[src/rtl/alu_cmd_issuer.sv]
// Command issuer for the 8-bit 4-op ALU: buffers requests, drives the ALU from registers, returns results.
// Optional result checker (rspErr port) enabled with `define ALU_RSP_CHECK_EN.
module alu_cmd_issuer #(
    parameter int unsigned WIDTH = 8,
    parameter int unsigned DEPTH = 4
) (
    input  logic                     clk,
    input  logic                     resetN,
    input  logic                     cmdValid,
    output logic                     cmdReady,
    input  logic [1:0]               cmdOp,
    input  logic [WIDTH-1:0]         cmdA,
    input  logic [WIDTH-1:0]         cmdB,
    output logic [1:0]               aluOpCode,
    output logic [WIDTH-1:0]         aluInputA,
    output logic [WIDTH-1:0]         aluInputB,
    input  logic [WIDTH-1:0]         aluOut,
    output logic                     rspValid,
    input  logic                     rspReady,
    output logic [WIDTH-1:0]         rspData,
    output logic [1:0]               rspOp,
    output logic [$clog2(DEPTH):0]   count
`ifdef ALU_RSP_CHECK_EN
    ,
    output logic                     rspErr
`endif
);
    localparam int unsigned AW = $clog2(DEPTH);
    localparam int unsigned CW = AW + 1;

    localparam logic [1:0] S_IDLE  = 2'd0;
    localparam logic [1:0] S_DRIVE = 2'd1;
    localparam logic [1:0] S_RESP  = 2'd2;

    logic [1:0]        r_mem_op [DEPTH];
    logic [WIDTH-1:0]  r_mem_a  [DEPTH];
    logic [WIDTH-1:0]  r_mem_b  [DEPTH];
    logic [AW-1:0]     r_wr_ptr;
    logic [AW-1:0]     r_rd_ptr;
    logic [CW-1:0]     r_count;

    logic [1:0]        r_state;
    logic [1:0]        w_next_state;
    logic              w_pop;
    logic              w_rsp_load;
    logic              w_rsp_clr;

    logic [1:0]        r_alu_op;
    logic [WIDTH-1:0]  r_alu_a;
    logic [WIDTH-1:0]  r_alu_b;
    logic              r_rsp_valid;
    logic [WIDTH-1:0]  r_rsp_data;
    logic [1:0]        r_rsp_op;

    logic              w_push;
    logic              w_empty;

    // Ready depends only on the registered occupancy, so a same-cycle pop never opens a full FIFO
    assign cmdReady = (r_count < CW'(DEPTH));
    assign w_push   = cmdValid & cmdReady;
    assign w_empty  = (r_count == '0);

    assign aluOpCode = r_alu_op;
    assign aluInputA = r_alu_a;
    assign aluInputB = r_alu_b;
    assign rspValid  = r_rsp_valid;
    assign rspData   = r_rsp_data;
    assign rspOp     = r_rsp_op;
    assign count     = r_count;

    // FIFO storage, no reset needed since occupancy gates every read
    always_ff @(posedge clk) begin
        if (w_push) begin
            r_mem_op[r_wr_ptr] <= cmdOp;
            r_mem_a[r_wr_ptr]  <= cmdA;
            r_mem_b[r_wr_ptr]  <= cmdB;
        end
    end

    // FIFO pointers and occupancy
    always_ff @(posedge clk or negedge resetN) begin
        if (!resetN) begin
            r_wr_ptr <= '0;
            r_rd_ptr <= '0;
            r_count  <= '0;
        end else begin
            if (w_push) r_wr_ptr <= r_wr_ptr + AW'(1);
            if (w_pop)  r_rd_ptr <= r_rd_ptr + AW'(1);
            case ({w_push, w_pop})
                2'b10:   r_count <= r_count + CW'(1);
                2'b01:   r_count <= r_count - CW'(1);
                default: r_count <= r_count;
            endcase
        end
    end

    // State register
    always_ff @(posedge clk or negedge resetN) begin
        if (!resetN) r_state <= S_IDLE;
        else         r_state <= w_next_state;
    end

    // Next state and datapath strobes; pop only uses registered occupancy (no bypass)
    always_comb begin
        w_next_state = r_state;
        w_pop        = 1'b0;
        w_rsp_load   = 1'b0;
        w_rsp_clr    = 1'b0;
        case (r_state)
            S_IDLE: begin
                if (!w_empty) begin
                    w_pop        = 1'b1;
                    w_next_state = S_DRIVE;
                end
            end
            S_DRIVE: begin
                w_rsp_load   = 1'b1;
                w_next_state = S_RESP;
            end
            S_RESP: begin
                if (r_rsp_valid && rspReady) begin
                    w_rsp_clr = 1'b1;
                    if (!w_empty) begin
                        w_pop        = 1'b1;
                        w_next_state = S_DRIVE;
                    end else begin
                        w_next_state = S_IDLE;
                    end
                end
            end
            default: w_next_state = S_IDLE;
        endcase
    end

    // ALU operand registers hold their last value until the next pop
    always_ff @(posedge clk or negedge resetN) begin
        if (!resetN) begin
            r_alu_op <= '0;
            r_alu_a  <= '0;
            r_alu_b  <= '0;
        end else if (w_pop) begin
            r_alu_op <= r_mem_op[r_rd_ptr];
            r_alu_a  <= r_mem_a[r_rd_ptr];
            r_alu_b  <= r_mem_b[r_rd_ptr];
        end
    end

    // Response capture
    always_ff @(posedge clk or negedge resetN) begin
        if (!resetN) begin
            r_rsp_valid <= 1'b0;
            r_rsp_data  <= '0;
            r_rsp_op    <= '0;
        end else if (w_rsp_load) begin
            r_rsp_valid <= 1'b1;
            r_rsp_data  <= aluOut;
            r_rsp_op    <= r_alu_op;
        end else if (w_rsp_clr) begin
            r_rsp_valid <= 1'b0;
        end
    end

`ifdef ALU_RSP_CHECK_EN
    logic [WIDTH-1:0] w_golden;
    logic             r_rsp_err;

    // Reference result for the operands currently driven to the ALU
    always_comb begin
        w_golden = '0;
        case (r_alu_op)
            2'd0:    w_golden = r_alu_a & r_alu_b;
            2'd1:    w_golden = r_alu_a | r_alu_b;
            2'd2:    w_golden = (32'(r_alu_b) >= 32'(WIDTH)) ? '0 : (r_alu_a << r_alu_b);
            default: w_golden = r_alu_a + r_alu_b;
        endcase
    end

    always_ff @(posedge clk or negedge resetN) begin
        if (!resetN)         r_rsp_err <= 1'b0;
        else if (w_rsp_load) r_rsp_err <= (aluOut != w_golden);
    end

    assign rspErr = r_rsp_err;
`endif

endmodule

[config.mk]
export PLATFORM = sky130hd
export DESIGN_NAME = alu_cmd_issuer
export DESIGN_NICKNAME = d
export VERILOG_FILES = /design/src/rtl/alu_cmd_issuer.sv
export SDC_FILE = /design/constraint.sdc
export NUM_CORES = 1
export LEC_CHECK = 0
export CAP_MARGIN = 20
export CORE_MARGIN = 5
export CORE_UTILIZATION = 30
export DETAILED_ROUTE_END_ITERATION = 8
export SETUP_SLACK_MARGIN = 0.05
export SYNTH_ARGS = -nofsm -noshare
export SYNTH_HDL_FRONTEND = slang
export SYNTH_SLANG_ARGS = --single-unit
export TNS_END_PERCENT = 1
[constraint.sdc]
create_clock -name clk -period 2.2 [get_ports clk]
set_input_delay 0.66 -clock clk [delete_from_list [all_inputs] [get_ports clk]]
set_output_delay 0.66 -clock clk [all_outputs]
set_load 0.005 [all_outputs]
==> impl_metrics.py, run 1 <==
metrics = {
    "pwr": {
        "peakVddDrop_v": 0.000660,
        "p_per_area_mw_per_mm2": 1380,
        "p_leak_uw": 0.00205,
    },
    "routing": {
        "via_per_inst": 4.33,
        "drtIter0Drc": 65,
        "wl_per_cell_um": 16.5,
        "final_antenna_net_count": 0,
        "wl_mm": 7.80,
        "drt_first_pass_iters": 4,
        "drc": 0,
        "vias": 2052,
    },
    "die": {
        "io_pins": 63,
        "rows": 43,
        "die_h_um": 129,
        "initial_core_util_pct": 30.6,
        "die_w_um": 129,
        "die-area_mm2": 0.0166,
        "core_mm2": 0.0139,
    },
    "place": {
        "dp_cells": 458,
        "gp_congestion": 0.706,
        "placed_cell_area_mm2": 0.00519,
        "dp_hpwl_mm": 5.28,
        "io_buffers": 62,
    },
    "setup_path": {
        "endpoint_kind": "output port",
        "rr_startpoint": "r_state[1]",
        "path_class": "reg2out",
        "critPathLaunchType": "flop",
        "path_max_fanout": 4,
        "cp-startpoint": "count[2]",
        "critPathArrivalTime_ns": 1.38,
        "worstPathRequired_ns": 1.54,
    },
    "timing": {
        "fin_skew_ns": 0.00912,
        "hold_viol_final": 0,
        "rsz0062_at_grt": "false",
        "fmax_mhz": 490,
        "worstMarginPinSlew_ns": 0.580,
        "maxSlewHeadroom_pct": 61.3,
        "hold_ws_ns": 0.310,
        "setup_viol": 0,
        "final.min_clock_period_ns": 2.04,
        "fin_crit_sh_pct": 92.7,
        "maxSlewViolCount": 0,
    },
    "status": {
        "status": "complete, no violations",
    },
    "global_routing": {
        "grt_overflow": 0,
        "grt_pass1_wl_mm": 12.6,
        "antenna_found_initial": 0,
        "first_global_vias": 2297,
        "groute.usage.overall_pct": 10.0,
        "grt_start_max_net_pins": 25,
    },
    "clock_network": {
        "cts_tree": "built",
        "clkTransAtPathRegs_ns": 0.07,
        "cts.path.max_buffers": 2,
        "ctsRootBufferMaster": "clkbuf_16",
        "cts_hold_buf": 0,
        "insertion_delay_ns": 0.34,
        "cts_setup_buffers": 0,
        "cts.sinks": 110,
        "ctsHtreeMaxLevel": 3,
        "cts_buffers": 9,
    },
    "synth": {
        "syn_nets": 240,
        "synthesis.area_mm2": 0.00425,
        "synth.distinct_cells": 26,
        "syn-instance-count": 204,
        "syn_area_per_cell_um2": 20.8,
        "ys_seq_area_share_pct": 73.2,
        "ys_warn_count": 0,
        "ys_seq_elements": 110,
    },
    "layout": {
        "areaGrowthSynthToFinish_pct": 29.5,
        "utilization_pct": 39.6,
        "fin_cells": 474,
        "nets": 325,
        "drive_gt1_share_pct": 29.3,
        "antenna_cells": 0,
        "fin_area_mm2": 0.00550,
    },
    "job": {
        "cap_violations": 0,
    },
    "hold_path": {
        "hp-class": "in2async",
    },
}
[synth_stat cells]
library cell,n,area [um^2]
a21oi_1,2,10.0
edfxtp_1,72,2160
o21ai_0,1,5.00
nor2b_1,1,6.26
nor4b_1,1,8.76
buf_6,2,22.5
clkbuf_1,1,3.75
nor3_2,2,20.0
buf_4,2,15.0
a21o_1,1,7.51
ha_1,5,62.6
mux4_2,18,405
mux2_2,10,113
mux2i_1,1,10.0
nor3_1,1,5.00
and2_1,4,25.0
nor2_1,2,7.51
fa_1,1,20.0
mux2_4,18,270
dfrtp_1,38,951
buf_2,3,15.0
xnor2_1,3,26.3
inv_1,9,33.8
nand2_1,2,7.51
xor2_1,3,26.3
a21boi_2,1,11.3
[final timing paths]
check	end	slack, ns	cells past startpoint
worst max register to register	count[2]	0.39	8
worst min-delay path	aluInputB[1]	0.31	1
max in group asynchronous	r_rd_ptr[1]	1.32	2
worst min register to register	rspValid	0.49	1
min in group clk	rspValid	0.49	1
worst max-delay path	cmdReady	0.16	2
[final cells by class]
type / instances / area, um^2
Sequential cell: 110 / 3110
Inverter: 9 / 33.8
Clock inverter: 5 / 63.8
Clock buffer: 11 / 243
Fill cell: 1260 / 8380
Timing Repair Buffer: 82 / 768
Tap cell: 180 / 225
Multi-Input combinational cell: 77 / 1060
[cell usage in the layout (no fill, tap or decap)]
master	count
edfxtp_1	72
clkdlybuf4s50_1	60
dfrtp_1	38
buf_4	20
mux4_2	18
mux2_4	18
mux2_2	10
inv_1	9
clkbuf_16	9
and2_1	4
ha_1	4
xnor2_1	3
xor2_1	3
nor2_1	2
nand2_1	2
a21oi_1	2
a21boi_2	1
nor3_2	1
nor3_4	1
nor2b_1	1
o21ai_0	1
nor4b_1	1
a21o_1	1
mux2i_1	1
nor3_1	1
fa_1	1
ha_2	1
clkbuf_1	1
clkinvlp_4	1
inv_4	1
clkbuf_8	1
inv_8	1
inv_6	1
bufinv_16	1
buf_2	1
dlymetal6s2s_1	1
[where the power goes]
part	switching, uW	leakage [uW]	internal (uW)	total (uW)
logic	1090	0.000805	1810	2890
clock network	708	0.000149	927	1640
registers	276	0.00110	2790	3070
[registers in the layout, indices dropped and copies added, names as in the netlist, 3 cells and up]
name       count
aluInputA      8
r_mem_b       32
rspData        8
r_mem_op       8
r_mem_a       32
count          3
aluInputB      8
[critical path, cell delays in order, from the launching register on]
cell and delay, ns:
dfrtp_1 0.42, inv_1 0.11, clkdlybuf4s50_1 0.51
[what timing repair did]
action / CTS / global route
gates resized for setup: 0 / 2
endpoints found under the setup margin: 0 / 1
endpoints found under the hold margin: 0 / 0
[stage by stage]
step	total power, uW	setup slack, ns	setup TNS (ns)
floorplan	4890	0.0634	0
global placement	6030	-0.276	-4.28
global route	8090	0.0816	0
detailed placement	6080	-0.292	-4.04
finish	7600	0.160	0
CTS	7760	0.0629	0
[routing by layer]
| metal | track usage (%) | vias to the layer above | wire [um] |
|---|---|---|---|
| met4 | 2.59 | 0 | 79 |
| met2 | 16.7 | 50 | 3880 |
| met1 | 12.4 | 1042 | 3400 |
| met3 | 3.67 | 11 | 439 |
| li1 | - | 949 | - |
| met5 | 0 | - | 0 |
[cells by family after synthesis]
| logic type | count (synthesis) | share of synthesized area [%] |
|---|---|---|
| simple gates | 13 | 1.88 |
| fa+ha+maj | 6 | 1.94 |
| xor+xnor | 6 | 1.24 |
| flops | 110 | 73.2 |
| compound gates | 5 | 0.795 |
| mux | 47 | 18.8 |
| buf+inv | 17 | 2.12 |
No activity file was read; power rests on OpenSTA's default activity.
==> inputs of run 2 (changes only) <==
Settings changed: ABC_AREA from default to 1.
==> run 2 against run 1 <==
Against the previous run:
- flip-flop and latch count is the same
- global-route usage increased by 1.2 points
- critical path depth is the same
- non-clock buffer count decreased by 4
- die area rose by 8.5%
- final cell count rose by 54%
- clock power is 5% lower
- area after synthesis up 9.2%
- setup slack improved by 0.032 ns
- design area increased by 5.7%
- first-iteration DRC count grew 130%
- fmax grew 1.6%
==> impl_metrics.py, run 2 <==
metrics = {
    "status": {
        "status": "complete, no violations",
    },
    "place": {
        "gp_congestion": 0.682,
        "placed_cell_area_mm2": 0.00552,
        "post-place-ws_ns": -0.344,
        "io_buffers": 62,
        "dp_hpwl_mm": 6.35,
    },
    "timing": {
        "layout_setup_ws_ns": 0.192,
        "fmax_mhz": 498,
        "fin_skew_ns": 0.00646,
        "rsz0062_at_grt": "false",
        "final.min_clock_period_ns": 2.01,
        "setup_viol": 0,
        "maxSlewHeadroom_pct": 53.5,
        "maxSlewViolCount": 0,
        "hold_viol_final": 0,
        "worstMarginPinSlew_ns": 0.695,
        "fin_crit_sh_pct": 91.3,
        "hold_ws_ns": 0.251,
        "tns_ns": 0,
    },
    "job": {
        "cap_violations": 0,
    },
    "synth": {
        "synthesis.area_mm2": 0.00464,
        "yosysTopAreaCellShare_pct": 46.6,
        "ys.flop_type": "edfxtp_1",
        "synth_edf_count": 72,
        "yosys-top-cells-area": "edfxtp_1 (47%), dfrtp_1 (20%), nand2_1 (15%), inv_1 (7.0%), nand3_1 (4.0%)",
        "synth_top_cell_by_area": "edfxtp_1",
        "ys_warn_count": 0,
        "yosysMostFrequentCell": "nand2_1",
        "syn_nets": 497,
        "synth.distinct_cells": 24,
        "ys_seq_area_share_pct": 67.1,
        "syn_area_per_cell_um2": 10.1,
        "ys_seq_elements": 110,
        "syn-instance-count": 461,
        "synthArstFlopShare_pct": 34.5,
        "yosys-top-cells-count": "nand2_1 (183), inv_1 (86), edfxtp_1 (72), dfrtp_1 (38), nand3_1 (37)",
    },
    "setup_path": {
        "path_class": "reg2out",
        "critPathArrivalTime_ns": 1.35,
        "critPathLaunchType": "flop",
        "endpoint_kind": "output port",
        "cp-startpoint": "count[2]",
        "worstPathRequired_ns": 1.54,
        "critPathCapture": "cmdReady",
        "reg2regPathDepth": 8,
        "rr_startpoint": "count[0]",
        "reg2reg_to": "count[1]",
        "r2r_setup_slack_ns": 0.49,
        "path_max_fanout": 4,
    },
    "pwr": {
        "peakVddDrop_v": 0.000381,
        "p_leak_uw": 0.00267,
        "p_per_area_mw_per_mm2": 662,
    },
    "die": {
        "rows": 45,
        "core_mm2": 0.0152,
        "initial_core_util_pct": 30.5,
        "io_pins": 63,
        "die-area_mm2": 0.0181,
        "die_w_um": 134,
        "die_h_um": 134,
    },
    "layout": {
        "nFillCells": 1501,
        "final_cell_mix": "nand2_1 (182), inv_1 (86), edfxtp_1 (72), clkdlybuf4s50_1 (60), dfrtp_1 (38)",
        "antenna_cells": 0,
        "fin_area_mm2": 0.00582,
        "utilization_pct": 38.3,
        "largestRegisters": "r_mem_a: 32 flops, r_mem_b: 32 flops",
        "nets": 571,
        "areaGrowthSynthToFinish_pct": 25.3,
        "final_common_cell": "nand2_1",
        "drive_gt1_share_pct": 7.78,
    },
    "routing": {
        "final_antenna_net_count": 0,
        "vias": 3089,
        "drtIter0Drc": 149,
        "wl_per_cell_um": 13.2,
        "wl_mm": 9.61,
        "drc": 0,
        "via_per_inst": 4.24,
        "drt_first_pass_iters": 4,
    },
    "global_routing": {
        "antenna_found_initial": 0,
        "grt_overflow": 0,
        "grt_start_max_net_pins": 39,
        "first_global_vias": 3032,
        "groute.usage.overall_pct": 11.2,
        "grt_pass1_wl_mm": 15.6,
    },
    "clock_network": {
        "cts.path.max_buffers": 2,
        "clkTransAtPathRegs_ns": 0.08,
        "cts.sinks": 110,
        "cts_tree": "built",
        "insertion_delay_ns": 0.35,
        "ctsRootBufferMaster": "clkbuf_16",
        "cts_setup_buffers": 0,
        "ctsHtreeMaxLevel": 3,
        "cts_buffers": 9,
    },
    "hold_path": {
        "hp-class": "in2async",
    },
}
## run 2: cell types whose count changed in the layout (fill, tap and decap cells not counted), sizes merged, moves of 2 or more
cell    before  now
inv         12   93
and2         4    0
nand3        0   38
nand2        2  184
nor2         2    7
buf         21   17
clkinv       0    2
o21ai        1    4
clkbuf      11    9
nor3         3    0
mux4        18    0
mux2        28    0
## run 2: cell families (layout without fill, tap and decap cells)
family	count (synthesis)	count (layout)	share of synthesized area [%]
buffers and inverters	105	184	9.63
DFF	110	110	67.1
adders and majority gates	6	6	1.78
AOI/OAI and AO/OA	5	5	0.539
xor gates and xnor gates	4	4	0.755
and+or+nand+nor	231	231	20.2
## run 2: worst max-delay path, cell delays in order (launching register included)
cell and delay, ns:
dfrtp_1 0.40, inv_2 0.10, clkdlybuf4s50_1 0.50
## run 2: how the worst min path moves through the flow
stage | to | depth (start not counted) | slack [ns]
finish | count[1] | 1 | 0.25
global route | aluInputB[5] | 1 | 0.27
CTS | count[1] | 1 | 0.25
detailed placement | r_state[1] | 1 | 0.46
global placement | r_state[1] | 1 | 0.45
floorplan | aluInputA[0] | 0 | 0.36
## run 2: area by class of cell
cell class                 instances  area, um^2  share of cell area (%)
multi-input combinational        246        1090                    18.7
inverter                          90         340                    5.85
tap                              188         235                    4.04
clock buffer                       9         225                    3.87
sequential                       110        3110                    53.5
clock inverter                     7        66.3                    1.14
timing repair buffer              78         751                    12.9
## run 2: repair_timing
| item | CTS | global route |
|---|---|---|
| resized for setup | 1 | 2 |
| endpoints found under the hold margin | 0 | 0 |
| setup endpoints to repair | 1 | 1 |
| hold buffers | 0 | 0 |
| pin swaps | 0 | 0 |
## run 2: per-stage QoR
step                      cells  power (uW)
after floorplan             461        2250
after global placement      712        2330
after detailed placement    712        2330
after CTS                   728        3910
after global routing        728        4000
final                       728        3850
## run 2: routing by layer
metal	vias to the layer above	track usage (%)	wire length, um
li1	1560	-	-
met1	1446	14.7	4410
met2	71	17.9	4560
met3	12	2.74	467
met4	0	4.41	168
met5	-	0	0
## run 2: power by group
part           internal [uW]  leakage (uW)  switching [uW]
combinational           48.0       0.00142            36.1
sequential              2200       0.00112               0
clock                    792      0.000136             769
==> inputs of run 3 (changes only) <==
Settings changed: CORE_ASPECT_RATIO from default to 0.5, DONT_BUFFER_PORTS from default to 1.
==> run 3 against run 2 <==
Against the previous run:
- via count fell by 11%
- critical path depth increased by 8
- setup slack better by 0.18 ns
- largest power group unchanged
==> impl_metrics.py, run 3 (synthesis results as in run 2) <==
metrics = {
    "layout": {
        "largestRegisters": "r_mem_a: 32 flops, r_mem_b: 32 flops",
        "final_cell_mix": "nand2_1 (183), inv_1 (86), edfxtp_1 (72), dfrtp_1 (38), nand3_1 (37)",
        "drive_gt1_share_pct": 7.97,
        "final_common_cell": "nand2_1",
        "antenna_cells": 0,
        "nFillCells": 1536,
        "fin_area_mm2": 0.00522,
        "areaGrowthSynthToFinish_pct": 12.5,
        "nets": 508,
    },
    "pwr": {
        "p_sw_share_pct": 20.9,
        "p_per_area_mw_per_mm2": 728,
        "peakVddDrop_v": 0.000306,
        "combPwrFrac_pct": 0.5,
        "power_switching_uw": 794,
        "p_seq_share_pct": 58.0,
        "p_int_uw": 3000,
        "p_leak_uw": 0.00243,
        "power_frac_clock_pct": 41.4,
    },
    "timing": {
        "setup_viol": 0,
        "maxSlewHeadroom_pct": 53.2,
        "final.min_clock_period_ns": 1.83,
        "layout_setup_ws_ns": 0.371,
        "fin_skew_ns": 0.00912,
        "hold_viol_final": 0,
        "fin_crit_sh_pct": 83.1,
        "worstMarginPinSlew_ns": 0.699,
        "rsz0062_at_grt": "false",
        "fmax_mhz": 547,
        "tns_ns": 0,
        "maxSlewViolCount": 0,
    },
    "clock_network": {
        "cts_resized": 0,
        "ctsRootBufferMaster": "clkbuf_16",
        "cts_tree": "built",
        "cts.sinks": 110,
        "cts.path.max_buffers": 2,
        "ctsHtreeMaxLevel": 3,
        "clkTransAtPathRegs_ns": 0.08,
        "cts_buffers": 9,
        "insertion_delay_ns": 0.35,
    },
    "job": {
        "cap_violations": 0,
    },
    "routing": {
        "wl_mm": 8.73,
        "drt_first_pass_iters": 4,
        "via_per_inst": 4.05,
        "final_antenna_net_count": 0,
        "drtIter0Drc": 143,
        "vias": 2757,
        "drc": 0,
        "wl_per_cell_um": 12.8,
    },
    "place": {
        "placed_cell_area_mm2": 0.00489,
        "gp_congestion": 0.718,
        "io_buffers": 0,
        "post-place-ws_ns": 0.127,
        "dp_hpwl_mm": 5.63,
    },
    "die": {
        "die_h_um": 97.9,
        "die_w_um": 186,
        "initial_core_util_pct": 30.3,
        "io_pins": 63,
        "rows": 32,
        "die-area_mm2": 0.0182,
        "core_mm2": 0.0153,
    },
    "status": {
        "status": "complete, no violations",
    },
    "global_routing": {
        "first_global_vias": 2721,
        "grt_pass1_wl_mm": 14.5,
        "grt_overflow": 0,
        "groute.usage.overall_pct": 10.1,
        "antenna_found_initial": 0,
        "grt_start_max_net_pins": 39,
    },
    "setup_path": {
        "path_class": "reg2reg",
        "critPathLaunchType": "flop",
        "critPathArrivalTime_ns": 2.06,
        "path_max_fanout": 3,
        "endpoint_kind": "flop",
        "worstPathRequired_ns": 2.43,
    },
    "hold_path": {
        "hp-class": "in2async",
    },
}
## run 3: worst max-delay path, cell delays in order, from the launching register on
cell	delay, ns
dfrtp_1	0.39
nand2_1	0.07
nand2_1	0.18
nand3_4	0.11
inv_4	0.06
ha_1	0.15
inv_1	0.07
fa_1	0.38
nand2_1	0.08
nand3b_1	0.09
xor2_1	0.15
## run 3: through the flow
stage | hold slack (ns) | std cells | util [%] | total power [uW]
3_5_place_dp | 0.366 | 664 | 32.0 | 2250
3_3_place_gp | 0.366 | 664 | 32.0 | 2250
5_1_grt | 0.146 | 681 | 34.1 | 3940
4_1_cts | 0.144 | 681 | 34.1 | 3840
2_1_floorplan | 0.364 | 461 | - | 2250
6_report | 0.140 | 681 | 34.1 | 3800
## run 3: worst paths after layout
path | start | end | slack, ns | cells past startpoint
setup / recovery | rspValid | count[2] | 0.37 | 10
hold / removal | resetN | aluInputB[6] | 0.14 | 1
setup reg to reg | rspValid | count[2] | 0.37 | 10
hold reg to reg | r_state[0] | r_state[1] | 0.48 | 1
max in group asynchronous | resetN | rspData[5] | 1.85 | 1
min in group clk | cmdB[6] | r_mem_b[2][6] | 0.40 | 0
## run 3: cell type report
type | instances | area (um^2) | share of cell area (%)
inverters | 90 | 340 | 6.52
clock buffers | 9 | 225 | 4.32
well taps | 204 | 255 | 4.89
multi-input cells | 246 | 1080 | 20.7
clock inverters | 7 | 71.3 | 1.37
repair buffers | 15 | 133 | 2.54
flip-flops and latches | 110 | 3110 | 59.6
## run 3: repair_timing
action,CTS,global route
endpoints found under the hold margin,38,0
hold buffers,1,0
buffers inserted,0,0
## run 3: power by group through the flow
stage | Combinational, uW | Clock [uW] | Sequential (uW)
3_5_place_dp | 0.607 | 0 | 2250
6_report | 20.4 | 1570 | 2200
2_1_floorplan | 0.534 | 0 | 2250
5_1_grt | 25.0 | 1710 | 2200
4_1_cts | 22.1 | 1620 | 2200
3_3_place_gp | 0.543 | 0 | 2250
## run 3: routing by layer
| layer | wire, um | track usage (%) |
|---|---|---|
| met5 | 0 | 0 |
| met4 | 73 | 2.35 |
| met3 | 592 | 3.28 |
| met2 | 4330 | 17.0 |
| met1 | 3730 | 12.7 |
